## src/rtl/reg_file_if.sv

```systemverilog
// Command/response bus between the system controller (master) and the register file (slave).
// Valid/ready note: there is no back-pressure. WrEn/RdEn are sampled every rising edge, and RdData is qualified only by RdData_Valid.
interface reg_file_if #(
   parameter int WIDTH = 8,
   parameter int ADDR  = 4
);
   logic             WrEn;
   logic             RdEn;
   logic [ADDR-1:0]  Address;
   logic [WIDTH-1:0] WrData;
   logic [WIDTH-1:0] RdData;
   logic             RdData_Valid;

   modport master (
      output WrEn, RdEn, Address, WrData,
      input  RdData, RdData_Valid
   );

   modport slave (
      input  WrEn, RdEn, Address, WrData,
      output RdData, RdData_Valid
   );
endinterface

```

## src/rtl/reg_file.sv

```systemverilog
// Flop-based register file that executes controller write/read commands.
// The four low registers are exported continuously to the ALU, the UART and the clock divider.
module reg_file #(
   parameter int WIDTH = 8,
   parameter int DEPTH = 16,
   parameter int ADDR  = 4
) (
   input  logic             CLK,
   input  logic             RST,
   reg_file_if.slave        bus,
   output logic [WIDTH-1:0] REG0,
   output logic [WIDTH-1:0] REG1,
   output logic [WIDTH-1:0] REG2,
   output logic [WIDTH-1:0] REG3
);
   // UART config resets to prescale 32, parity enabled, even parity. The divider ratio resets to 32.
   localparam logic [WIDTH-1:0] REG2_RST = WIDTH'(8'h81);
   localparam logic [WIDTH-1:0] REG3_RST = WIDTH'(8'd32);

   logic [WIDTH-1:0] mem_q [DEPTH];
   logic [WIDTH-1:0] rd_data_q, rd_data_d;
   logic             rd_valid_q, rd_valid_d;
   logic [ADDR-1:0]  addr;
   logic             wr_cmd;
   logic             rd_cmd;

   assign addr   = bus.Address;
   // A simultaneous write and read request is illegal, so it performs neither action.
   assign wr_cmd = bus.WrEn && !bus.RdEn;
   assign rd_cmd = bus.RdEn && !bus.WrEn;

   always_comb begin
      rd_data_d  = rd_data_q;
      rd_valid_d = 1'b0;
      if (rd_cmd) begin
         rd_data_d  = mem_q[addr];
         rd_valid_d = 1'b1;
      end
   end

   always_ff @(posedge CLK or negedge RST) begin
      if (!RST) begin
         for (int i = 0; i < DEPTH; i++) begin
            mem_q[i] <= (i == 2) ? REG2_RST : (i == 3) ? REG3_RST : '0;
         end
      end else if (wr_cmd) begin
         mem_q[addr] <= bus.WrData;
      end
   end

   always_ff @(posedge CLK or negedge RST) begin
      if (!RST) begin
         rd_data_q  <= '0;
         rd_valid_q <= 1'b0;
      end else begin
         rd_data_q  <= rd_data_d;
         rd_valid_q <= rd_valid_d;
      end
   end

   assign bus.RdData       = rd_data_q;
   assign bus.RdData_Valid = rd_valid_q;

   assign REG0 = mem_q[0];
   assign REG1 = mem_q[1];
   assign REG2 = mem_q[2];
   assign REG3 = mem_q[3];
endmodule
```

## src/flat_wrapper.sv

```systemverilog
// flat-port wrapper written by rule: the top's interface ports become plain ports
module reg_file_flat 
#(
   parameter int WIDTH = 8,
   parameter int DEPTH = 16,
   parameter int ADDR  = 4
)
  (CLK, RST, REG0, REG1, REG2, REG3, bus_WrEn, bus_RdEn, bus_Address, bus_WrData, bus_RdData, bus_RdData_Valid);
  reg_file_if #(.WIDTH(WIDTH), .ADDR(ADDR)) bus_i ();
  input  logic CLK;
  input  logic RST;
  output logic [WIDTH-1:0] REG0;
  output logic [WIDTH-1:0] REG1;
  output logic [WIDTH-1:0] REG2;
  output logic [WIDTH-1:0] REG3;
  input wire logic [$bits(bus_i.WrEn)-1:0] bus_WrEn;
  input wire logic [$bits(bus_i.RdEn)-1:0] bus_RdEn;
  input wire logic [$bits(bus_i.Address)-1:0] bus_Address;
  input wire logic [$bits(bus_i.WrData)-1:0] bus_WrData;
  output wire logic [$bits(bus_i.RdData)-1:0] bus_RdData;
  output wire logic [$bits(bus_i.RdData_Valid)-1:0] bus_RdData_Valid;
  assign bus_i.WrEn = bus_WrEn;
  assign bus_i.RdEn = bus_RdEn;
  assign bus_i.Address = bus_Address;
  assign bus_i.WrData = bus_WrData;
  assign bus_RdData = bus_i.RdData;
  assign bus_RdData_Valid = bus_i.RdData_Valid;
  reg_file #(.WIDTH(WIDTH), .DEPTH(DEPTH), .ADDR(ADDR)) u_core (.CLK(CLK), .RST(RST), .bus(bus_i), .REG0(REG0), .REG1(REG1), .REG2(REG2), .REG3(REG3));
endmodule
```

## config.mk

```make
export PLATFORM = sky130hd
export DESIGN_NAME = reg_file_flat
export DESIGN_NICKNAME = d
export VERILOG_FILES = /design/src/rtl/reg_file_if.sv /design/src/rtl/reg_file.sv /design/src/flat_wrapper.sv
export SDC_FILE = /design/constraint.sdc
export NUM_CORES = 1
export LEC_CHECK = 0
export CAP_MARGIN = 20
export CORE_MARGIN = 1
export CORE_UTILIZATION = 45
export DETAILED_ROUTE_END_ITERATION = 6
export PLACE_DENSITY = 0.75
export SKIP_LAST_GASP = 1
export SYNTH_ARGS = -nofsm -noshare
export SYNTH_HDL_FRONTEND = slang
export SYNTH_SLANG_ARGS = --single-unit
```

## constraint.sdc

```tcl
create_clock -name CLK -period 1.6 [get_ports CLK]
set_input_delay 0.32 -clock CLK [delete_from_list [all_inputs] [get_ports CLK]]
set_output_delay 0.32 -clock CLK [all_outputs]
set_load 0.005 [all_outputs]
```

==> results.toml, run 1 <==
[cells_and_area]
final_layout_size_suffix_gt1_share_pct = 51.5
area_growth_pct = 29.0
stdcell_count = 732
fin_nets = 554

[worst_setup_path]
worstSetupEndpoint = "u_core.bus.RdData[2]$_DFFE_PN0P_"
worstSetupPathType = "reg2reg"
cpMaxStageDelayCell = "mux4_2"
crit_chain = "mux4_2 -> mux2_4 -> a221oi_2 -> a21oi_1"
cp-end-kind = "register"
max_stage_delay_ns = 0.49
crit_cells = 4
critPathMaxFanout = 2
crit_start = "u_core.mem_q[2]$_DFFE_PN0P_"
critPathArrivalTime_ns = 1.93
cp-start-kind = "register"
critPathTopFamily = "multiplexers"
critPathBufInv = 0
r2r_start = "u_core.mem_q[2]$_DFFE_PN0P_"
reg2reg_depth = 4
r2r_end = "u_core.bus.RdData[2]$_DFFE_PN0P_"
rrSetupSlack_ns = -0.04
cp.required_ns = 1.89

[floorplan]
fp.coreArea_sq_um = 13900
dieArea_sq_um = 14800
die_w_microns = 122
ioPinCount = 57
initial_core_util_pct = 46.2
std_cell_rows = 43
die_h_microns = 122

[synthesis]
netlist_area_sq_um = 6440
synth_nets = 462
ys.flop_type = "dfrtp_1"
yosys.area_share.simple_pct = 3.65
synthArstFlopShare_pct = 100
synth_mux_area_share_pct = 34.2
synth_top_area_cell = "dfrtp_1"
synth_fa_ha_area_share_pct = 0
synth_top_family_by_area = "multiplexers"
syn_avg_cell_area_sq_um = 14.4
synth_seq_cells = 137
synth_cell_types = 27
synthCells = 446
ys_seq_area_share_pct = 53.3
synthTopCellsByArea = "dfrtp_1 (52%), mux2_2 (23%), mux4_2 (7.7%)"
synth_edf_count = 0
synthXorXnorAreaFrac_pct = 0
yosysWarnings = 0
synth-compound-area-share_pct = 2.84
post-synth-top-area-fraction_pct = 52.0

[sta]
rsz0062_at_grt = "true"
fmax_mhz = 609
drv_slew = 0
fin_ws_ns = -0.0422
fin_crit_sh_pct = 103
worst_slew_pin_slew_ns = 0.568
max_slew_margin_pct = 62.0
min_period_ns = 1.64
setup_violations = 4
hold_viol = 0
fin_skew_ns = 0.00532

[clock_tree]
cts_buffers = 17
clk_latency_ns = 0.42
cts.sinks = 137
cts_buffer_depth = 2
h-tree-depth = 4
clk_pin_slew_worst_paths_ns = 0.06
cts_root_buf = "clkbuf_16"
cts_tree = "built"

[routing]
drt_iter0_drc = 220
drt-total-wl_microns = 14700
via_count = 4035
ant_nets = 0
post_drt_wl_per_cell_microns = 20.0
dr.pass1.iters = 4
drc = 0
via_per_inst = 5.51

[power_and_ir_drop]
power.leakage_uw = 0.00404
ir_drop_mv = 0.872
power_density_nw_per_um2 = 1270
power_uw = 10500

[run_status]
status = "complete, but fails checks"
violations = "setup timing"

[global_routing]
grt_first_pass_wirelength_microns = 23300
antenna_found_initial = 0
grt_pass1_vias = 4352
grt_use_total_pct = 21.6
overflow = 0
grt_max_degree = 46

[placement]
dp_hpwl_microns = 9790
dpl.cell_count = 667
portBuffers = 56
gp_congestion = 0.837

[hold_path]
holdCritPathClass = "in2async"

[flow_run]
maxCapViolCount = 0
-- area by class of cell --
class,count,area (sq um)
sequential,137,3430
fill,1062,5620
antenna,1,2.50
clock buffer,23,498
clock inverter,9,113
multi-input combinational,245,2700
tap,180,225
timing repair buffer,137,1340
-- placed cells by master, fill, tap and decap left out, drive strengths merged, types with 3 or more instances in the layout --
cell type / n
dfrtp: 134
mux2: 134
buf: 81
dlygate4sd2: 26
clkbuf: 23
mux4: 22
mux2i: 20
dlymetal6s2s: 18
nor2: 13
nand2: 11
nor2b: 9
clkdlybuf4s50: 9
a221oi: 6
a21oi: 6
o22ai: 6
o32ai: 4
clkinvlp: 4
dfstp: 3
-- sequential cells by signal, summed over array words and instances (netlist names) --
signal / cells
u_core.bus.RdData_Valid: 1
u_core.mem_q: 96
u_core.REG1: 8
u_core.REG2: 8
u_core.bus.RdData: 8
u_core.REG3: 8
u_core.REG0: 8
-- stage by stage --
step | cell area (sq um) | utilization [%] | TNS (ns) | worst slack, ns | hold slack [ns]
after floorplan | 6550 | - | -0.945 | -0.153 | 0.0244
after CTS | 8250 | 59.2 | -0.0580 | -0.0369 | 0.405
after global routing | 8310 | 59.6 | -0.359 | -0.0864 | 0.425
final | 8310 | 59.6 | -0.0671 | -0.0422 | 0.394
after global placement | 7390 | 53.0 | -55.11 | -0.579 | 0.278
after detailed placement | 7390 | 53.0 | -60.49 | -0.618 | 0.285
-- cell usage after synthesis, types with 2 or more instances --
cell	number
a21oi_1	6
a221oi_1	6
a22oi_1	2
a31oi_1	2
and4bb_1	2
buf_1	2
buf_2	4
buf_4	34
buf_6	2
clkbuf_1	22
dfrtp_1	134
dfstp_2	3
mux2_2	134
mux2i_1	20
mux4_2	22
nand2_1	11
nand2b_1	2
nor2_1	13
nor2b_1	9
o22ai_1	6
o32ai_1	4
-- cell families (layout without fill, tap and decap cells) --
kind of cell,Yosys count,after routing
buffers and inverters,64,169
AO/OA/AOI/OAI,26,26
other,0,1
flip-flops,137,137
AND/OR/NAND/NOR,43,43
multiplexers,176,176
-- worst min-delay path by stage --
stage	depth (start not counted)	from	slack (ns)	to
after detailed placement	1	RST	0.29	u_core.mem_q[70]$_DFFE_PN0P_
after global placement	1	RST	0.28	u_core.mem_q[20]$_DFFE_PN0P_
final	2	RST	0.39	u_core.mem_q[70]$_DFFE_PN0P_
after global routing	2	RST	0.42	u_core.mem_q[78]$_DFFE_PN0P_
after floorplan	0	RST	0.02	u_core.REG0[0]$_DFFE_PN0P_
after CTS	2	RST	0.40	u_core.mem_q[70]$_DFFE_PN0P_
-- metal layers --
layer  up-vias  track usage (%)  part of all wire, %
met1      2141             26.6                   43
met4         0             7.87                  2.1
met3        25             4.59                  3.4
met5         -                0                    0
li1       1786                -                    -
met2        83             37.3                   51
-- worst register-to-register path, cell delays in order (launching register included) --
cell and delay [ns]:
dfrtp_1 0.38, mux4_2 0.49, mux2_4 0.29, a221oi_2 0.26, a21oi_1 0.10
-- what timing repair did --
| item | CTS | global route |
|---|---|---|
| endpoints found under the setup margin | 103 | 45 |
| hold buffers | 1 | 0 |
| gates resized for setup | 33 | 20 |
| pin swaps | 1 | 0 |
| setup buffers | 29 | 1 |
| endpoints found under the hold margin | 39 | 0 |
| cloned | 1 | 0 |
-- power by group --
group / internal (uW) / switching (uW)
Clock: 2500 / 1440
Sequential: 4140 / 351
Combinational: 1330 / 761
Note: power is estimated with default switching activity, not from simulation.
==> inputs of run 2 (changes only) <==
CTS_CLUSTER_SIZE = 40   (was unset)
==> results of run 2 <==
No change in the layout: final DEF, timing and power equal those of run 1.
==> inputs of run 3 (changes only) <==
CORE_UTILIZATION = 40   (was 45)
PLACE_DENSITY = 0.69   (was 0.75)
==> results.toml, run 3 (synthesis results as in run 1) <==
[routing]
ant_nets = 0
via_per_inst = 5.20
post_drt_wl_per_cell_microns = 18.9
via_count = 3992
drt_iter0_drc = 239
drt-total-wl_microns = 14500
dr.pass1.iters = 4
drc = 0

[run_status]
status = "complete, but fails checks"
violations = "setup timing"

[global_routing]
antenna_found_initial = 0
grt_use_met3_pct = 4.45
grt_pass1_vias = 4240
grt_first_pass_wirelength_microns = 23400
grt_busiest_layer = "met2"
grt_max_degree = 51
grtUsageMet1_pct = 24.3
grt_use_total_pct = 19.1
gr-usage-met2_pct = 32.4
overflow = 0

[cells_and_area]
top_register = "u_core.mem_q"
final_common_cell = "dfrtp_1"
antennaDiodeCount = 0
fin_nets = 556
nFillCells = 1311
final_layout_size_suffix_gt1_share_pct = 51.8
area_growth_pct = 31.0
stdcell_count = 768
final_cell_mix = "dfrtp_1 (134), mux2_2 (128), buf_4 (69)"
largest_register_ffs = 96

[sta]
min_period_ns = 1.63
hold_viol = 0
drv_slew = 0
setup_violations = 5
fin_skew_ns = 0.00594
fin_crit_sh_pct = 102
fmax_mhz = 614
max_slew_margin_pct = 58.2
rsz0062_at_grt = "true"
worst_slew_pin_slew_ns = 0.625
fin_ws_ns = -0.0280

[worst_setup_path]
critPathArrivalTime_ns = 1.92
rrSetupSlack_ns = -0.03
cp-end-kind = "register"
cp-start-kind = "register"
worstSetupPathType = "reg2reg"
critPathMaxFanout = 2
cp.required_ns = 1.89

[clock_tree]
clk_pin_slew_worst_paths_ns = 0.06
cts_buffers = 17
cts_tree = "built"
cts.sinks = 137
cts_root_buf = "clkbuf_16"
cts_buffer_depth = 2
clk_latency_ns = 0.41
h-tree-depth = 4

[power_and_ir_drop]
power.leakage_uw = 0.00413
power_uw = 10800
ir_drop_mv = 0.761
power_density_nw_per_um2 = 1280

[hold_path]
holdCritPathClass = "in2async"

[placement]
portBuffers = 56
dpl.cell_count = 707
gp_congestion = 0.808
dp_hpwl_microns = 9890

[floorplan]
dieArea_sq_um = 16600
std_cell_rows = 46
fp.coreArea_sq_um = 15800
initial_core_util_pct = 40.7
die_w_microns = 129
die_h_microns = 129
ioPinCount = 57

[flow_run]
maxCapViolCount = 0
==> run 3: critical path: stages (launching register included) <==
cell	delay [ns]
dfrtp_1	0.39
mux4_2	0.48
mux2_4	0.30
a221oi_2	0.24
a21oi_1	0.09
==> run 3: metrics by stage <==
stage                     instance area, sq um  TNS [ns]  hold WS (ns)  util [%]  setup slack (ns)
after global placement                    7480    -56.62         0.298      47.3            -0.514
after detailed placement                  7480    -62.31         0.312      47.3            -0.541
after CTS                                 8350   -0.0660         0.436      52.7           -0.0163
after global routing                      8440    -0.312         0.460      53.3           -0.0718
final                                     8440   -0.0796         0.432      53.3           -0.0280
after floorplan                           6550    -0.945        0.0244         -            -0.153
==> run 3: path summary, 6_finish.rpt <==
kind / start / end / cells after the start
max: u_core.mem_q[78]$_DFFE_PN0P_ / u_core.bus.RdData[6]$_DFFE_PN0P_ / 4
min: RST / u_core.mem_q[84]$_DFFE_PN0P_ / 2
max reg2reg: u_core.mem_q[78]$_DFFE_PN0P_ / u_core.bus.RdData[6]$_DFFE_PN0P_ / 4
min reg2reg: u_core.mem_q[2]$_DFFE_PN0P_ / u_core.mem_q[2]$_DFFE_PN0P_ / 1
max in group asynchronous: RST / u_core.mem_q[48]$_DFFE_PN0P_ / 3
min in group CLK: bus_WrEn / u_core.bus.RdData_Valid$_DFF_PN0_ / 3
==> run 3: layer usage <==
| layer | share of wire [%] | routed length (microns) |
|---|---|---|
| met1 | 45 | 6460 |
| met2 | 51 | 7430 |
| met3 | 3.0 | 434 |
| met4 | 1.2 | 178 |
| met5 | 0 | 0 |
==> run 3: repair_timing <==
item                                    4_1_cts  5_1_grt
buffers inserted                             25        3
pin swaps                                     1        2
hold buffers                                  1        0
gates resized for setup                      23       28
endpoints found under the setup margin      116      130
hold endpoints to repair                     43        0
gates cloned                                  1        0
==> run 3: cell type report <==
| class | count | area (sq um) | share of cell area (%) |
|---|---|---|---|
| Multi-Input combinational cell | 245 | 2700 | 32.0 |
| Clock inverter | 12 | 196 | 2.33 |
| Sequential cell | 137 | 3430 | 40.7 |
| Timing Repair Buffer | 139 | 1390 | 16.5 |
| Clock buffer | 19 | 453 | 5.37 |
| Tap cell | 216 | 270 | 3.20 |
==> run 3: report_power, final <==
part | switching, uW | internal, uW
Sequential | 353 | 4140
Clock | 1440 | 2830
Combinational | 745 | 1330
